<file path="src/rtl/vpu_pkg.sv">
// Shared constants, ALU op encodings and issue-stage FSM states for the vector unit.
package vpu_pkg;

    localparam int DATA_W = 32;
    localparam int OP_W   = 3;

    typedef enum logic [OP_W-1:0] {
        ALU_ADD = 3'd0,
        ALU_SUB = 3'd1,
        ALU_AND = 3'd2,
        ALU_OR  = 3'd3,
        ALU_XOR = 3'd4
    } alu_op_e;

    typedef enum logic [1:0] {
        IDLE,
        RUN,
        DRAIN
    } issue_state_e;

endpackage

</file>
<file path="src/rtl/vpu_sync_fifo.sv">
// Single-clock FIFO with registered head (no bypass), synchronous flush and occupancy count.
module vpu_sync_fifo #(
    parameter int WIDTH = 32,
    parameter int DEPTH = 8
) (
    input  logic             clk,
    input  logic             rst_n,
    input  logic             flush,
    input  logic             push,
    input  logic [WIDTH-1:0] push_data,
    input  logic             pop,
    output logic [WIDTH-1:0] head,
    output logic             full,
    output logic             empty
);

    localparam int AW = $clog2(DEPTH);

    logic [WIDTH-1:0] mem [DEPTH];
    logic [AW-1:0]    wr_ptr;
    logic [AW-1:0]    rd_ptr;
    logic [AW:0]      count;
    logic             do_push;
    logic             do_pop;

    assign full    = (count == (AW+1)'(DEPTH));
    assign empty   = (count == '0);
    assign do_push = push && !full;
    assign do_pop  = pop && !empty;
    assign head    = mem[rd_ptr];

    always_ff @(posedge clk or negedge rst_n) begin
        if (!rst_n) begin
            wr_ptr <= '0;
            rd_ptr <= '0;
            count  <= '0;
        end else if (flush) begin
            wr_ptr <= '0;
            rd_ptr <= '0;
            count  <= '0;
        end else begin
            if (do_push) wr_ptr <= wr_ptr + AW'(1);
            if (do_pop)  rd_ptr <= rd_ptr + AW'(1);
            case ({do_push, do_pop})
                2'b10:   count <= count + (AW+1)'(1);
                2'b01:   count <= count - (AW+1)'(1);
                default: count <= count;
            endcase
        end
    end

    // Storage has no reset; validity is tracked entirely by the pointers and count.
    always_ff @(posedge clk) begin
        if (do_push && !flush) mem[wr_ptr] <= push_data;
    end

endmodule

</file>
<file path="src/rtl/valu_issue_stage.sv">
// Feeds operand/op triples from three queues to the VALU and registers its result toward writeback.
module valu_issue_stage
    import vpu_pkg::*;
#(
    parameter int DEPTH  = 8,
    parameter int DATA_W = vpu_pkg::DATA_W,
    parameter int OP_W   = vpu_pkg::OP_W,
    parameter int VL_W   = 8
) (
    input  logic              clk,
    input  logic              rst_n,
    input  logic              a_push_valid,
    input  logic [DATA_W-1:0] a_push_data,
    output logic              a_push_ready,
    input  logic              b_push_valid,
    input  logic [DATA_W-1:0] b_push_data,
    output logic              b_push_ready,
    input  logic              op_push_valid,
    input  logic [OP_W-1:0]   op_push_data,
    output logic              op_push_ready,
    input  logic              start,
    input  logic [VL_W-1:0]   vl,
    input  logic              flush,
    output logic [DATA_W-1:0] alu_a,
    output logic [DATA_W-1:0] alu_b,
    output logic [OP_W-1:0]   alu_op,
    input  logic [DATA_W-1:0] alu_ans,
    output logic              res_valid,
    output logic [DATA_W-1:0] res_data,
    output logic [VL_W-1:0]   res_idx,
    output logic              res_last,
    input  logic              res_ready,
    output logic              busy,
    output logic              done
);

    issue_state_e      state;
    logic [VL_W-1:0]   vl_q;
    logic [VL_W-1:0]   issue_cnt;
    logic              a_full, b_full, op_full;
    logic              a_empty, b_empty, op_empty;
    logic [DATA_W-1:0] a_head, b_head;
    logic [OP_W-1:0]   op_head;
    logic              fire;
    logic              is_last;

    vpu_sync_fifo #(.WIDTH(DATA_W), .DEPTH(DEPTH)) u_a_fifo (
        .clk(clk), .rst_n(rst_n), .flush(flush),
        .push(a_push_valid), .push_data(a_push_data), .pop(fire),
        .head(a_head), .full(a_full), .empty(a_empty)
    );

    vpu_sync_fifo #(.WIDTH(DATA_W), .DEPTH(DEPTH)) u_b_fifo (
        .clk(clk), .rst_n(rst_n), .flush(flush),
        .push(b_push_valid), .push_data(b_push_data), .pop(fire),
        .head(b_head), .full(b_full), .empty(b_empty)
    );

    vpu_sync_fifo #(.WIDTH(OP_W), .DEPTH(DEPTH)) u_op_fifo (
        .clk(clk), .rst_n(rst_n), .flush(flush),
        .push(op_push_valid), .push_data(op_push_data), .pop(fire),
        .head(op_head), .full(op_full), .empty(op_empty)
    );

    assign a_push_ready  = !a_full;
    assign b_push_ready  = !b_full;
    assign op_push_ready = !op_full;

    assign alu_a  = a_empty  ? '0 : a_head;
    assign alu_b  = b_empty  ? '0 : b_head;
    assign alu_op = op_empty ? '0 : op_head;

    assign fire    = (state == RUN) && !a_empty && !b_empty && !op_empty
                     && (!res_valid || res_ready);
    assign is_last = (issue_cnt == vl_q - VL_W'(1));
    assign busy    = (state != IDLE);

    always_ff @(posedge clk or negedge rst_n) begin
        if (!rst_n) begin
            state     <= IDLE;
            vl_q      <= '0;
            issue_cnt <= '0;
            res_valid <= 1'b0;
            res_data  <= '0;
            res_idx   <= '0;
            res_last  <= 1'b0;
            done      <= 1'b0;
        end else if (flush) begin
            state     <= IDLE;
            issue_cnt <= '0;
            res_valid <= 1'b0;
            res_last  <= 1'b0;
            done      <= 1'b0;
        end else begin
            done <= 1'b0;
            if (fire) begin
                res_valid <= 1'b1;
                res_data  <= alu_ans;
                res_idx   <= issue_cnt;
                res_last  <= is_last;
                issue_cnt <= issue_cnt + VL_W'(1);
            end else if (res_valid && res_ready) begin
                res_valid <= 1'b0;
            end

            case (state)
                IDLE: begin
                    if (start) begin
                        if (vl != '0) begin
                            vl_q      <= vl;
                            issue_cnt <= '0;
                            state     <= RUN;
                        end else begin
                            done <= 1'b1;
                        end
                    end
                end
                RUN: begin
                    if (fire && is_last) state <= DRAIN;
                end
                DRAIN: begin
                    // Last result was captured on entry; leave once writeback takes it.
                    if (res_valid && res_ready) begin
                        state <= IDLE;
                        done  <= 1'b1;
                    end
                end
                default: state <= IDLE;
            endcase
        end
    end

endmodule

</file>
<file path="config.mk">
export PLATFORM = sky130hd
export DESIGN_NAME = valu_issue_stage
export DESIGN_NICKNAME = d
export VERILOG_FILES = /design/src/rtl/vpu_pkg.sv /design/src/rtl/vpu_sync_fifo.sv /design/src/rtl/valu_issue_stage.sv
export SDC_FILE = /design/constraint.sdc
export NUM_CORES = 1
export LEC_CHECK = 0
export CORE_MARGIN = 3
export CORE_UTILIZATION = 52
export CTS_CLUSTER_DIAMETER = 120
export DETAILED_ROUTE_END_ITERATION = 8
export GPL_TIMING_DRIVEN = 0
export PLACE_DENSITY = 0.76
export SYNTH_ARGS = -nofsm -noshare
export SYNTH_HDL_FRONTEND = slang
export SYNTH_HIERARCHICAL = 1
export SYNTH_SLANG_ARGS = --single-unit
</file>
<file path="constraint.sdc">
create_clock -name clk -period 3.5 [get_ports clk]
set_input_delay 0.7 -clock clk [delete_from_list [all_inputs] [get_ports clk]]
set_output_delay 0.7 -clock clk [all_outputs]
set_load 0.05 [all_outputs]
</file>
==> results of run 1 <==
layout by cell type (no fill, tap or decap), drive strengths merged, types with 7 or more instances in the layout:
cell type	netlist	final
nand2b	13	13
a21oi	17	17
mux4	134	134
mux2	113	113
nor4	7	7
nand2	27	27
clkinv	0	21
dfrtp	91	91
inv	15	19
edfxtp	536	536
mux2i	12	12
ha	14	14
nor2	60	60
clkbuf	41	133
clkdlybuf4s15	0	10
a211oi	9	9
xor2	17	17
nor3	12	12
clkdlybuf4s50	0	157
nand3	16	16
nor2b	69	69
xnor2	17	17
buf	22	95
metrics by stage:
| step | setup TNS [ps] | area [um^2] |
|---|---|---|
| 5_1_grt | -164.5 | 30930 |
| 2_1_floorplan | 0 | 25380 |
| 3_3_place_gp | -1022760 | 28400 |
| 4_1_cts | -12.97 | 31190 |
| 3_5_place_dp | -19470 | 28990 |
| 6_report | 0 | 30940 |
cells by family (layout without fill, tap and decap cells):
| family | after synthesis | count (layout) | synth area share |
|---|---|---|---|
| buf+inv | 78 | 440 | 0.01411 |
| simple gates | 234 | 234 | 0.05068 |
| compound gates | 48 | 48 | 0.01569 |
| xor+xnor | 34 | 34 | 0.01174 |
| other cells | 0 | 3 | 0 |
| flops | 627 | 627 | 0.7246 |
| fa+ha+maj | 17 | 17 | 0.009277 |
| mux | 259 | 259 | 0.1739 |
area by class of cell:
class,count,share of cell area
Antenna cell,3,0.0002426
Buffer,63,0.01521
Clock buffer,87,0.05755
Clock inverter,27,0.006592
Inverter,15,0.001982
Multi-Input combinational cell,592,0.2200
Sequential cell,627,0.5939
Tap cell,615,0.02487
Timing Repair Buffer,248,0.07963
layer usage:
metal  global-route usage  part of all wire
met1               0.2750              0.40
met2               0.3617              0.52
met3              0.04596             0.057
met4              0.06315             0.022
met5                    0           0.00069
sequential cells by signal (all words and copies together) (netlist names), 8 cells and up:
register / flops
res_idx: 8
u_b_fifo/mem: 256
u_a_fifo/mem: 256
u_op_fifo/mem: 24
vl_q: 8
res_data: 32
issue_cnt: 8
power breakdown:
group          switching, mW  internal, mW  total [mW]  leakage, nW
clock network           2.71          3.73        6.44        0.979
logic                   2.26          1.18        3.44         3.49
registers              0.215          8.43        8.64         6.06
worst paths after layout:
path	from	endpoint	slack (ps)	cells after the start
max in group asynchronous	rst_n	u_b_fifo/rd_ptr[2]$_DFFE_PN0P_	2680	2
worst min register to register	state[0]$_DFFE_PN0P_	done$_DFF_PN0_	490	1
worst max-delay path	u_b_fifo/rd_ptr[0]$_DFFE_PN0P_	alu_b[31]	80	6
worst max register to register	u_a_fifo/count[1]$_DFFE_PN0P_	u_a_fifo/count[3]$_DFFE_PN0P_	310	11
worst min-delay path	rst_n	res_data[17]$_DFFE_PN0P_	160	1
min in group clk	state[0]$_DFFE_PN0P_	done$_DFF_PN0_	490	1
what timing repair did:
| action | in CTS | in global routing |
|---|---|---|
| endpoints found under the hold margin | 0 | 0 |
| pin swaps | 1 | 0 |
| setup buffers | 1 | 0 |
| setup endpoints to repair | 70 | 58 |
| resized for setup | 267 | 103 |
==> summary.md, run 1 <==
| Metric | Value |
|---|---|
| Outcome | completed |
| First-pass DRT Iterations | 4 |
| WL per Instance | 23.46 um |
| Worst-case setup slack after placement | -433.9 ps |
| Most common cell in the netlist | edfxtp_1 |
| RSZ-0062 raised after global routing | yes |
| Syn nets | 1429 |
| Largest stage delay, worst path | 530 ps |
| Crit-path leading delay family | multiplexers |
| Initial DRC Count | 909 |
| Share of flip-flops with an asynchronous set or reset | 0.1451 |
| Hold_buf cts | 0 |
| Total power per unit cell area | 598.5 mW/mm^2 |
| Number of global-route vias before repair | 13880 |
| Final setup margin | 82.53 ps |
| Utilization after layout | 0.6453 |
| Starting Density | 0.5289 |
| Min Hold Slack | 157.9 ps |
| Dominant cells by area after synthesis | edfxtp_1, mux4_2, dfrtp_1 |
| Crit share post-route | 0.9764 |
| Most Frequent Cell on Critical Path | buf_6 |
| Final min period | 3417 ps |
| Total Nets Final | 1745 |
| Die Width | 226.8 um |
| # rows | 80 |
| Initial antenna violation count | 4 |
| CTS sink cnt | 627 |
| Final Non-Filler Cells | 2277 |
| Mean Syn Cell Area | 19.55 um^2 |
| Seq cells post-synth | 627 |
| Footprint of the multi-input gates | 0.006808 mm^2 |
| Post-DR vias/cell | 5.754 |
| CP Cell Sequence | buf_6 -> buf_6 -> mux4_2 -> mux2_2 -> nor2b_1 -> clkdlybuf4s15_2 |
| Synth cell types | 49 |
| Worst-Margin Slew | 829.6 ps |
| TritonCTS clock tree | yes |
| Share of cells above drive strength 1 | 0.3086 |
| Final slew viol count | 0 |
| Setup CP Type | reg2out |
| Gate Count Post-Synth | 1297 |
| Routed Antenna Nets | 0 |
| DR vias | 13100 |
| H-tree Lvls | 3 |
| Fillers | 3219 |
| Hold Crit Class | in2async |
| DIE AREA | 0.05145 mm^2 |
| Max Buffers Root-to-Sink | 3 |
| Synth-to-Final Area Change | 22.01% |
| I/O Buffers | 225 |
| Root buf cell | clkbuf_16 |
| Overall Power | 18.52 mW |
| Primary FF master, synth | edfxtp_1 |
| VDD IR max | 0.0004031 V |
| Max Cap Viol | 0 |
| Reg clk slew, reported paths | 60 ps |
| Die H | 226.8 um |
| Seq/Total Area, Yosys | 0.7246 |
| CP startpoint kind | flip-flop |
| Drt drc | 0 |
| Core area | 0.04795 mm^2 |
| Cell Area, Synth | 0.02536 mm^2 |
| Worst Skew | 21.31 ps |
| Total congestion overflow | 0 |
| First-pass GRT wire length | 81590 um |
| Slowest stage cell on the critical path | mux4_2 |
| Largest net degree at the start of global routing | 50 |
| Dpl cells | 2159 |
| Endpoint class of the critical path | output port |
| Fmax | 0.2926 GHz |
| Yosys Warn Count | 6 |
| Routability Congestion | 0.7527 |
| Clock latency on the worst-skew pair | 580 ps |
| Total CTS buffers | 66 |
| Setup violators final | 0 |
| Static Leak | 10.52 nW |
| I/O pin total | 229 |
| Yosys top cell area share | 0.6348 |
| CP required | 2800 ps |
| Tot GR Track Use | 0.2115 |
| Hpwl dp | 33790 um |
| Crit path max fanout | 10 |
| FF/Latch Area | 0.01837 mm^2 |
| EDFF count, synth | 536 |
| Synth area leader | edfxtp_1 |
| Final hold viol count | 0 |
| Crit path DAT | 2720 ps |
| List of most frequent post-synthesis cells | edfxtp_1, mux4_2, mux2_2 |
| Final WL | 53410 um |
| Slew headroom | 0.4409 |
| Worst path buffer plus inverter count | 3 |
No activity file was read; power rests on OpenSTA's default activity.
==> run 2, diff against run 1 <==
--- a/config.mk
+++ b/config.mk
@@ -5,12 +5,13 @@
 export SDC_FILE = /design/constraint.sdc
 export NUM_CORES = 1
 export LEC_CHECK = 0
+export CAP_MARGIN = 20
 export CORE_MARGIN = 3
-export CORE_UTILIZATION = 52
+export CORE_UTILIZATION = 62
 export CTS_CLUSTER_DIAMETER = 120
 export DETAILED_ROUTE_END_ITERATION = 8
 export GPL_TIMING_DRIVEN = 0
-export PLACE_DENSITY = 0.76
+export PLACE_DENSITY = 0.85
 export SYNTH_ARGS = -nofsm -noshare
 export SYNTH_HDL_FRONTEND = slang
 export SYNTH_HIERARCHICAL = 1
==> constraint.sdc (replaced) <==
create_clock -name clk -period 4.13 [get_ports clk]
set_input_delay 0.826 -clock clk [delete_from_list [all_inputs] [get_ports clk]]
set_output_delay 0.826 -clock clk [all_outputs]
set_load 0.05 [all_outputs]
==> summary.md, run 2 (synthesis results as in run 1) <==
| Metric | Value |
|---|---|
| Outcome | completed |
| Final WL | 57000 um (+6.7%) |
| Clock latency on the worst-skew pair | 610 ps (+30 ps) |
| Number of global-route vias before repair | 14660 (+5.6%) |
| WL per Instance | 26.08 um (+11%) |
| Met3 Use GR | 0.05835 (+0.01239) |
| Worst-Margin Slew | 935.4 ps (+105.8 ps) |
| Post-DR vias/cell | 6.252 (+8.7%) |
| Crit path DAT | 3130 ps (+410 ps) |
| Hold Crit Class | in2async |
| M1 GR Usage | 0.3514 (+0.07639) |
| Cells on worst reg2reg path | 12 (+1) |
| Starting Density | 0.6324 (+0.1035) |
| Final hold viol count | 0 (unchanged) |
| Reg clk slew, reported paths | 60 ps (about the same) |
| Setup violators final | 0 (unchanged) |
| Max Buffers Root-to-Sink | 3 (unchanged) |
| Final slew viol count | 0 (unchanged) |
| Routed Antenna Nets | 0 (unchanged) |
| CP startpoint kind | flip-flop |
| FF-to-FF setup slack | 300 ps (about the same) |
| TritonCTS clock tree | yes |
| DR vias | 13670 (+4.3%) |
| Die H | 208.2 um (-8.2%) |
| Max Cap Viol | 0 (unchanged) |
| Hold_buf cts | 0 (unchanged) |
| Commonest non-fill, non-tap cell in the layout | edfxtp_1 |
| Final min period | 3956 ps |
| Endpoint class of the critical path | output port |
| DIE AREA | 0.04336 mm^2 (-16%) |
| Crit share post-route | 0.9579 |
| Hpwl dp | 35060 um (+3.8%) |
| H-tree Lvls | 2 (-1) |
| Setup CP Type | reg2out |
| Commonest non-fill, non-tap cells in the layout | edfxtp_1, clkdlybuf4s50_1, mux4_2 |
| Dpl cells | 2073 (-4.0%) |
| GRT busiest layer | met2 |
| Crit Reg-Reg Endpoint | u_op_fifo/count[3]$_DFFE_PN0P_ |
| Total congestion overflow | 0 (unchanged) |
| Worst Skew | 18.16 ps (-3.156 ps) |
| Drt drc | 0 (unchanged) |
| Die Width | 208.2 um (-8.2%) |
| Final Non-Filler Cells | 2186 (-4.0%) |
| First-pass DRT Iterations | 5 (+1) |
| Number of setup buffers added after CTS | 0 (-1) |
| Root buf cell | clkbuf_16 |
| Synth-to-Final Area Change | 20.97% |
| CP required | 3300 ps (+500 ps) |
| # rows | 73 (-8.8%) |
| I/O pin total | 229 (unchanged) |
| Final setup margin | 173.7 ps (+91.17 ps) |
| Worst-case setup slack after placement | 131.2 ps (+565.1 ps) |
| RSZ-0062 raised after global routing | no |
| Fmax | 0.2528 GHz |
| I/O Buffers | 225 (unchanged) |
| Total Nets Final | 1741 (-0.23%) |
| Initial antenna violation count | 5 (+1) |
| Total power per unit cell area | 502.2 mW/mm^2 (-16%) |
| Static Leak | 10.66 nW (+1.3%) |
| Largest registers | u_a_fifo/mem: 256 flops, u_b_fifo/mem: 256 flops, res_data: 32 flops |
| Tot GR Track Use | 0.2665 (+0.05497) |
| Routability Congestion | 0.7925 (+5.3%) |
| VDD IR max | 0.0006073 V (+51%) |
| CTS sink cnt | 627 (unchanged) |
| Share of cells above drive strength 1 | 0.2600 (-0.04867) |
| Initial DRC Count | 1114 (+23%) |
| Crit path max fanout | 10 (unchanged) |
| Core area | 0.04010 mm^2 (-16%) |
| R2r startpoint | u_op_fifo/count[0]$_DFFE_PN0P_ |
| Slew headroom | 0.3730 (-0.06786) |
| First-pass GRT wire length | 87990 um (+7.8%) |
| Largest net degree at the start of global routing | 52 (+4.0%) |
| Total CTS buffers | 59 (-11%) |
| Met2 Use GR | 0.4443 (+0.08254) |
[run 2: cell count changes in the layout (fill, tap and decap cells not counted), sizes merged]
cell and delta:
bufinv +1, dlygate4sd2 +50, inv -4, clkinvlp +1, clkdlybuf4s15 -10, clkinv +9, clkbuf -14, buf -48
clkdlybuf4s50 +3, dlymetal6s2s +11
[run 2: cell type report]
cell class,instances,area (um^2)
sequential,627,18370
clock buffer,76,1593
multi-input combinational,592,6766
timing repair buffer,251,2636
clock inverter,34,241.5
inverter,15,56.30
tap,525,656.9
buffer,63,344.1
antenna,3,7.507
fill,2139,9423
[run 2: where the power goes]
| group | internal (mW) | leakage [nW] | switching [mW] | total [mW] |
|---|---|---|---|---|
| clock network | 2.90 | 0.915 | 2.23 | 5.13 |
| logic | 1.02 | 3.69 | 1.93 | 2.95 |
| registers | 7.14 | 6.06 | 0.194 | 7.33 |
[run 2: worst max-delay path, stage by stage, from the launching register on]
cell and delay, ps:
dfrtp_1 390, buf_2 330, clkbuf_4 360, mux4_2 560, mux2_2 290, nor2b_1 130, dlygate4sd2_1 460
[run 2: metrics by stage]
stage	instance area, um^2	power [mW]	setup TNS, ps	hold WS, ps	utilization
floorplan	25360	9.335	0	435.4	-
global placement	28270	10.35	-864290	452.3	0.7049
detailed placement	28810	10.47	0	469.1	0.7185
CTS	30630	15.52	-2095	204.8	0.7638
global route	30670	15.90	0	239.9	0.7649
finish	30670	15.41	0	213.4	0.7650
[run 2: routing by layer]
layer  vias up  share of wire
li1       5785              -
met1      7109           0.38
met2       638           0.51
met3       131          0.078
met4         4          0.032
met5         -        0.00047
[run 2: worst max-delay path by stage]
stage	start	end	slack (ps)	cells after the start
2_1_floorplan	a_push_valid	u_a_fifo/mem[0][0]$_DFFE_PP_	40	4
3_3_place_gp	flush	u_b_fifo/mem[1][5]$_DFFE_PP_	-2830	4
3_5_place_dp	u_b_fifo/rd_ptr[1]$_DFFE_PN0P_	alu_b[21]	130	6
4_1_cts	u_b_fifo/rd_ptr[0]$_DFFE_PN0P_	alu_b[31]	-210	6
5_1_grt	u_b_fifo/rd_ptr[0]$_DFFE_PN0P_	alu_b[10]	20	6
6_report	u_b_fifo/rd_ptr[0]$_DFFE_PN0P_	alu_b[3]	170	6
[run 2: timing repair]
action                     CTS  global route
setup endpoints to repair   64            20
resized for setup           76            14
pin swaps                    0             0
==> variant: new RTL, settings of run 1 <==
`VL_W`: 8 -> 12.
--- a/src/rtl/valu_issue_stage.sv
+++ b/src/rtl/valu_issue_stage.sv
@@ -5,7 +5,7 @@
     parameter int DEPTH  = 8,
     parameter int DATA_W = vpu_pkg::DATA_W,
     parameter int OP_W   = vpu_pkg::OP_W,
-    parameter int VL_W   = 8
+    parameter int VL_W   = 12
 ) (
     input  logic              clk,
     input  logic              rst_n,
Interface: changed (resized res_idx and vl); port bits go from 229 to 237. The function was not compared with the original's and may differ.
==> variant against run 1 <==
Global-route usage is essentially flat. Final area is 3.5% higher. Wire length rose by 2.8%. Sequential cell count up 12. Sequential share of layout area shrank 1.1 points. Synthesized area is 2.7% higher. Setup slack gained 0.0029 ns. Largest power group unchanged. Via count is 6.0% higher. Critical path depth unchanged. Highest routed layer unchanged. Total power up 1.0%. Utilization grew 0.60 points.
==> variant: results (changes against run 1) <==
Status -> finished clean
Root Driver -> sky130_fd_sc_hd__clkbuf_16
Worst slack, placed -> -1.45 ns (-1.02 ns)
Wire length of the first global-routing pass -> 85.2 mm (+4.4%)
Highest ir drop seen on vdd -> 0.525 mV (+30%)
Largest cells by area after synthesis -> sky130_fd_sc_hd__edfxtp_1, sky130_fd_sc_hd__mux4_2, sky130_fd_sc_hd__dfrtp_1
Post-synthesis share of cell area spent on xor and xnor gates -> 1.38% (+0.20 points)
Delay of the slowest cell on the worst path -> 0.54 ns
Number of different library cells in the post-synthesis netlist -> 58 (+18%)
Number of flops mapped to enable cells by yosys -> 536 (unchanged)
GRT Total Usage -> 21.1% (-0.042 points)
Fraction of the mapped netlist area in compound gates -> 1.67% (+0.10 points)
Clk pin slew, worst setup/hold paths -> 0.06 ns (about the same)
Path category of the worst min-delay check -> in -> async
Number of CTS-inserted buffers -> 68 (+3.0%)
Cell Area, Placed -> 29,800 um^2 (+2.9%)
Maximum number of pins on one net before global-route repair -> 54 (+8.0%)
Clock Path Buffers -> 3 (unchanged)
Detailed Route WL -> 54.9 mm (+2.8%)
Worst slew margin -> 41.4% (-2.7 points)
FFs w/ async S/R, synth -> 16.1% (+1.6 points)
Commonest cells post-synth -> sky130_fd_sc_hd__edfxtp_1, sky130_fd_sc_hd__mux4_2, sky130_fd_sc_hd__mux2_2, sky130_fd_sc_hd__dfrtp_1, sky130_fd_sc_hd__nor2b_1
DR iter-0 viols -> 1,106 (+22%)
Static Leakage -> 10.9 nW (+3.6%)
Fraction of synthesized area in multiplexers -> 17.4% (-0.022 points)
Last weighted congestion value of the routability-driven placer -> 0.779 (+3.5%)
Layout cells sized above 1 -> 30.9% (about the same)
Hold-fix buffers at CTS -> 0 (unchanged)
Total number of nets in the final design -> 1,825 (+4.6%)
Registers with the most flip-flops -> u_a_fifo/mem (256), u_b_fifo/mem (256), res_data (32)
Count of H-tree levels built during CTS -> 3 (unchanged)
Setup-violating endpoint count in the final report -> 0 (unchanged)
Half-perimeter wire length of the detailed placement result -> 35.1 mm (+3.8%)
Reg-to-reg endpoint -> u_a_fifo/count[3]
Syn. warnings -> 6 (unchanged)
Antenna violations before repair -> 2 (-2)
Worst Skew -> 0.0286 ns (+0.00727 ns)
Sequential fraction of the synthesis area -> 71.7% (-0.74 points)
Arrival time at the worst endpoint -> 2.71 ns (about the same)
Slowest stage cell, crit path -> sky130_fd_sc_hd__mux4_2
Net count after synthesis -> 1,497 (+4.8%)
Post-synthesis share of cell area spent on full adders, half adders and majority gates -> 0.903% (-0.024 points)
Clock latency reported for the late side of the worst-skew pair -> 0.61 ns (+0.03 ns)
Critical path peak fanout -> 10 (unchanged)
Switching power -> 5.03 mW (-2.9%)
Router iterations before antenna repair -> 5 (+1)
Detail-routed via count per cell -> 5.78 (+0.54%)
Number of cell instances on the worst register-to-register path -> 12 (+1)
Number of buffer cells added on primary ports -> 233 (+3.6%)
Setup slack of the worst register-to-register path -> 0.26 ns (-0.05 ns)
Via count of the first global-routing pass -> 14,500 (+4.6%)
Worst reg2reg path startpoint -> u_op_fifo/count[0]
## variant: worst max-delay path: cells and delay by family (launching register included)
family,cells,cell delay (ns)
flops,1,0.39
simple gates,1,0.14
buf+inv,3,0.78
mux,2,0.81
## variant: metrics by stage
stage	hold WS [ns]	TNS, ns	std cells
finish	0.131	0	2400
global route	0.164	-0.0293	2399
CTS	0.119	0	2398
detailed placement	0.469	-35.04	2279
global placement	0.468	-1057.85	2258
floorplan	0.404	0	1361
## variant: repair_timing
action	CTS	global route
endpoints found under the setup margin	95	40
buffers inserted	4	0
gates resized for setup	307	71
pin swaps	2	0
## variant: worst max-delay path by stage
stage / startpoint / end / slack (ns) / cells after the start
CTS: u_a_fifo/rd_ptr[0] / alu_a[2] / 0.003 / 6
finish: u_b_fifo/rd_ptr[0] / alu_b[0] / 0.09 / 6
global route: u_b_fifo/rd_ptr[0] / alu_b[11] / -0.01 / 6
detailed placement: u_a_fifo/count[0] / u_a_fifo/count[3] / -1.45 / 12
floorplan: u_b_fifo/count[0] / u_a_fifo/count[3] / 0.02 / 12
global placement: rst_n / u_b_fifo/rd_ptr[2] / -2.20 / 1
## variant: layout make-up
cell class                      count  area [um^2]
Clock inverter                     33          359
Fill cell                        3304        17100
Buffer                             69          492
Clock buffer                       82         1800
Timing Repair Buffer              258         2620
Antenna cell                        2         5.00
Multi-Input combinational cell    636         7170
Sequential cell                   639        18700
Inverter                           17         68.8
Tap cell                          664          831
## variant: cells by family (layout without fill, tap and decap cells)
| family | after synthesis | in the layout |
|---|---|---|
| flops | 639 | 639 |
| simple gates | 259 | 259 |
| buf+inv | 86 | 459 |
| other cells | 0 | 2 |
| mux | 269 | 269 |
| compound gates | 50 | 50 |
| xor+xnor | 41 | 41 |
| fa+ha+maj | 17 | 17 |
## variant: power groups by stage
stage               Clock (mW)  Combinational [mW]  Sequential, mW
floorplan                    0                1.32            9.48
global placement             0                3.03            8.89
detailed placement           0                3.12            8.91
CTS                       7.08                3.11            8.76
global route              7.39                3.20            8.79
finish                    6.90                3.04            8.76
## variant: per-layer routing
metal	up-vias	GRT usage, %	part of all wire (%)
met5	-	0	0.024
met4	2	6.53	2.0
met3	74	4.42	6.9
met2	504	35.2	50
met1	7221	28.3	41
li1	6082	-	-
